<file path="config.mk">
export PLATFORM = sky130hd
export DESIGN_NAME = seq_divider
export DESIGN_NICKNAME = d
export VERILOG_FILES = /design/src/rtl/seq_divider.sv
export SDC_FILE = /design/constraint.sdc
export NUM_CORES = 1
export LEC_CHECK = 0
export ABC_CLOCK_PERIOD_IN_PS = 2400
export CAP_MARGIN = 20
export CORE_ASPECT_RATIO = 0.8
export CORE_MARGIN = 2
export CORE_UTILIZATION = 46
export DETAILED_ROUTE_END_ITERATION = 6
export GPL_ROUTABILITY_DRIVEN = 0
export PLACE_DENSITY = 0.76
export SLEW_MARGIN = 20
export SYNTH_ARGS = -nofsm -noshare
export SYNTH_HDL_FRONTEND = slang
export SYNTH_SLANG_ARGS = --single-unit
</file>
<file path="constraint.sdc">
create_clock -name clk -period 2.4 [get_ports clk]
set_input_delay 0.36 -clock clk [delete_from_list [all_inputs] [get_ports clk]]
set_output_delay 0.36 -clock clk [all_outputs]
set_load 0.005 [all_outputs]
</file>
<file path="src/rtl/seq_divider.sv">
// Multi-cycle unsigned restoring divider, one quotient bit per cycle.
// Trial subtraction reuses the adder form: R + ~D + 1, carry out selects.
module seq_divider #(
  parameter int WIDTH = 8
) (
  input  logic             clk,
  input  logic             rst,
  input  logic             start,
  input  logic [WIDTH-1:0] dividend,
  input  logic [WIDTH-1:0] divisor,
  output logic [WIDTH-1:0] quotient,
  output logic [WIDTH-1:0] remainder,
  output logic             busy,
  output logic             done,
  output logic             divByZero
);

  localparam int CW = $clog2(WIDTH + 1);

  typedef enum logic [1:0] {
    S_IDLE,
    S_RUN,
    S_DONE
  } state_t;

  state_t           state_q, state_d;
  logic [WIDTH-1:0] rem_q, rem_d;
  logic [WIDTH-1:0] quo_q, quo_d;
  logic [WIDTH-1:0] dsr_q, dsr_d;
  logic [WIDTH-1:0] qout_q, qout_d;
  logic [WIDTH-1:0] rout_q, rout_d;
  logic [CW-1:0]    cnt_q, cnt_d;
  logic             busy_q, busy_d;
  logic             done_q, done_d;
  logic             dbz_q, dbz_d;

  logic [WIDTH:0]   r_sh;
  logic [WIDTH+1:0] trial;
  logic             take;
  logic [WIDTH:0]   r_new;
  logic [WIDTH-1:0] q_new;
  logic             r_new_top_unused;

  // Shifted partial remainder keeps the bit that leaves the top of R.
  assign r_sh  = {rem_q, quo_q[WIDTH-1]};
  assign trial = {1'b0, r_sh}
               + {1'b0, ~{1'b0, dsr_q}}
               + {{(WIDTH+1){1'b0}}, 1'b1};
  assign take  = trial[WIDTH+1];
  assign r_new = take ? trial[WIDTH:0] : r_sh;
  assign q_new = {quo_q[WIDTH-2:0], take};

  // After a restore the remainder is below D, so this bit is always 0.
  assign r_new_top_unused = r_new[WIDTH];

  always_comb begin
    state_d = state_q;
    rem_d   = rem_q;
    quo_d   = quo_q;
    dsr_d   = dsr_q;
    qout_d  = qout_q;
    rout_d  = rout_q;
    cnt_d   = cnt_q;
    busy_d  = busy_q;
    done_d  = 1'b0;
    dbz_d   = dbz_q;
    unique case (state_q)
      S_IDLE: begin
        if (start) begin
          busy_d = 1'b1;
          if (divisor == '0) begin
            qout_d  = '1;
            rout_d  = dividend;
            dbz_d   = 1'b1;
            done_d  = 1'b1;
            state_d = S_DONE;
          end else begin
            rem_d   = '0;
            quo_d   = dividend;
            dsr_d   = divisor;
            cnt_d   = CW'(WIDTH);
            dbz_d   = 1'b0;
            state_d = S_RUN;
          end
        end
      end
      S_RUN: begin
        rem_d = r_new[WIDTH-1:0];
        quo_d = q_new;
        cnt_d = cnt_q - CW'(1);
        if (cnt_q == CW'(1)) begin
          qout_d  = q_new;
          rout_d  = r_new[WIDTH-1:0];
          done_d  = 1'b1;
          state_d = S_DONE;
        end
      end
      S_DONE: begin
        busy_d  = 1'b0;
        state_d = S_IDLE;
      end
      default: begin
        busy_d  = 1'b0;
        state_d = S_IDLE;
      end
    endcase
  end

  always_ff @(posedge clk or posedge rst) begin
    if (rst) begin
      state_q <= S_IDLE;
      rem_q   <= '0;
      quo_q   <= '0;
      dsr_q   <= '0;
      qout_q  <= '0;
      rout_q  <= '0;
      cnt_q   <= '0;
      busy_q  <= 1'b0;
      done_q  <= 1'b0;
      dbz_q   <= 1'b0;
    end else begin
      state_q <= state_d;
      rem_q   <= rem_d;
      quo_q   <= quo_d;
      dsr_q   <= dsr_d;
      qout_q  <= qout_d;
      rout_q  <= rout_d;
      cnt_q   <= cnt_d;
      busy_q  <= busy_d;
      done_q  <= done_d;
      dbz_q   <= dbz_d;
    end
  end

  assign quotient  = qout_q;
  assign remainder = rout_q;
  assign busy      = busy_q;
  assign done      = done_q;
  assign divByZero = dbz_q;

endmodule

</file>
==> results by group <==
Synth
  • Synth top area share: between 50% and 60%
  • YS warnings: 0
  • Synth Cell Area: about 2400 um^2
  • Post-synth EDFFs: 0
  • Mean Syn Cell Area: slightly above 9 um^2
  • Post-Syn Nets: ~300
  • Dominant cell type by area after synthesis: dfrtp_1
  • Top_reg_cell synth: dfrtp_1
  • Yosys cell types: just over 40
  • Synth Instances: about 260
  • Synth Register Bits: between 40 and 50
  • Async S/R FF share, synth: 100%
  • Main area contributors after synthesis: dfrtp_1, nand2_1, nor2_1, ha_1, a31oi_1
  • Sequential area share after synthesis: 50.1%

Detailed routing
  • Drt wl/cell: roughly 15 um
  • Pre-antenna DRT Iters: 4
  • Vias per Instance: about 5.4
  • Routed Antenna Nets: 0
  • DR vias: ~2000
  • Starting DRT DRC Count: around 130
  • Drc violations: 0
  • Final wirelength: roughly 5.6 mm

Placed design
  • Dpl cell area: 2890 um^2
  • Port buffer count: 37
  • DPL Wire Length: about 4 mm

CTS
  • TritonCTS Buffers: 5
  • CTS tree: done
  • Worst-Skew Late Latency: between 0.3 and 0.4 ns
  • Clk slew on worst S/H paths: approximately 0.10 ns
  • Root Driver: clkbuf_8
  • H-tree depth: 2
  • Clock tree buffer depth: 2
  • Hold-fix buffers, CTS: 0
  • Clock sinks: 49

Critical path
  • CP Data Arrival Time: roughly 2.4 ns
  • Setup CP Type: flop to flop
  • Critical path endpoint category: flop
  • Crit Path Max Fanout: 13
  • Worst endpoint required time: approximately 2.6 ns
  • Startpoint Class: flop

Global route
  • Number of global-route vias before repair: roughly 1900
  • Met2 usage: 29.3%
  • Pin count of the biggest net entering global routing: 50
  • Routing usage on met1: between 20% and 30%
  • Most Crowded Layer GR: met1
  • First-pass GRT wire length: about 9.3 mm
  • Grt ovf: 0
  • GRT Total Usage: around a fifth
  • Met3 usage in global routing: about 5.4%
  • Initial antenna violation count: 0

Cells and area
  • Total of fill cells in the finished design: between 400 and 500
  • Fin area: 3000 um^2
  • NumNets Final: 333
  • Area grow syn2layout: 22.6%
  • # diodes: 0
  • Share of cells above drive strength 1: between 8 and 9%

STA
  • Final setup vio count: 0
  • Setup TNS: 0 ns
  • Max Clock Freq: 463 MHz
  • Clock skew: between 0.01 and 0.015 ns
  • Slew Viols, Final: 0
  • Relative slew slack: 57.4%
  • Tmin final: 2.16 ns
  • RSZ-0062 raised after global routing: false
  • Fin. Hold Viols: 0
  • Post-route clock period utilization: around nine tenths
  • Least-Margin Pin Slew: between 0.6 and 0.7 ns

Floorplan
  • Row cnt: 23
  • Initial Utilization: around half
  • Die X: between 80 and 90 um
  • IO Count: 38
  • Die Footprint: around 6000 um^2
  • CORE AREA: approximately 5000 um^2
  • Die H: approximately 69 um

Run status
  • Status: finished, final reports clean

Pwr
  • P_leak: 1.33 nW
  • Peak VDD IR: 737 uV
  • Pwr per Cell Area: around 1500 nW/um^2

Hold path
  • Path category of the worst min-delay check: flop to flop

Flow run
  • Max-cap violations: 0
==> cell usage after synthesis (all sizes together), types with 2 or more instances <==
master	instances
o221ai	2
nor3	6
inv	15
o21a	2
nor2	39
a31oi	17
o22ai	2
or4	2
dfrtp	49
ha	10
xnor2	5
mux2i	3
a21oi	16
nand3	6
buf	9
o21ai	17
a21o	2
nand2	46
==> sequential cells by signal, summed over array words and instances, names as in the netlist <==
signal	cells
divByZero	1
state_q	2
rem_q	8
quo_q	8
remainder	8
done	1
cnt_q	4
busy	1
quotient	8
dsr_q	8
==> worst paths after layout <==
check                                from      endpoint  slack (ns)  cells after the start
worst max-delay path             rem_q[3]  remainder[1]        0.24                      8
worst min-delay path            divByZero     divByZero        0.48                      2
worst max register to register   rem_q[3]  remainder[1]        0.24                      8
worst min register to register  divByZero     divByZero        0.48                      2
max in group asynchronous             rst      quo_q[7]        1.45                      3
min in group asynchronous             rst      cnt_q[2]        0.53                      3
==> layout make-up <==
type                       count  area (um^2)  share of cell area, %
sequential                    49         1230                   40.9
multi-input combinational    189         1100                   36.7
timing repair buffer          43          428                   14.3
tap                           62         77.6                   2.58
clock buffer                   6         72.6                   2.42
inverter                      15         56.3                   1.88
clock inverter                 2         38.8                   1.29
==> what timing repair did <==
action | CTS | global route
gates resized for setup | 0 | 1
setup buffers | 0 | 0
setup endpoints to repair | 0 | 2
hold endpoints to repair | 0 | 0
==> cell families (layout without fill, tap and decap cells) <==
kind of cell             Yosys count  count (layout)  synth area share (%)
adder cells (fa/ha/maj)           11              11                  5.93
XOR/XNOR                           6               6                  2.15
flip-flops                        49              49                  50.1
buffers and inverters             25              66                  5.06
AND/OR/NAND/NOR                  103             103                  18.4
AO/OA/AOI/OAI                     65              65                  16.7
multiplexers                       4               4                  1.69
==> metal layers <==
metal	routed length, um	up-vias	part of all wire [%]
met3	301	4	5.4
li1	-	982	-
met4	36	0	0.65
met5	0	-	0
met2	2460	60	44
met1	2780	945	50
==> report_power, final <==
part,leakage (nW),internal [W],total [W],switching (W)
Clock,0.0554,0.000313,0.000596,0.000283
Sequential,0.570,0.00121,0.00147,0.000260
Combinational,0.709,0.00109,0.00245,0.00135
==> cell usage in the layout (no fill, tap or decap), drive strengths merged, types with 2 or more instances in the layout <==
cell type      instances
ha                    10
o22ai                  2
clkbuf                 6
nand3                  6
nor2                  39
dfrtp                 49
xnor2                  5
inv                   15
o21ai                 17
or4                    2
nor3                   6
a31oi                 17
mux2i                  3
buf                    6
a21o                   2
o21a                   2
a21oi                 16
o221ai                 2
clkdlybuf4s50         37
nand2                 46
==> worst max-delay path, cell delays in order (launching register included) <==
cell,delay (ns)
dfrtp_1,0.43
ha_1,0.39
a21oi_1,0.18
o221ai_1,0.13
a21oi_1,0.14
buf_4,0.22
mux2i_1,0.32
o211ai_1,0.12
o21a_1,0.13
==> metrics by stage <==
| stage | total power [W] | setup slack [ns] | utilization, % | std cells | hold slack [ns] |
|---|---|---|---|---|---|
| 3_5_place_dp | 0.00391 | 0.0823 | 57.0 | 358 | 0.475 |
| 6_report | 0.00451 | 0.241 | 59.3 | 366 | 0.483 |
| 5_1_grt | 0.00489 | 0.0349 | 59.3 | 366 | 0.516 |
| 2_1_floorplan | 0.00313 | 0.364 | - | 263 | 0.470 |
| 3_3_place_gp | 0.00383 | 0.144 | 57.0 | 358 | 0.467 |
| 4_1_cts | 0.00452 | 0.156 | 59.2 | 366 | 0.496 |
No activity file was read; power rests on OpenSTA's default activity.
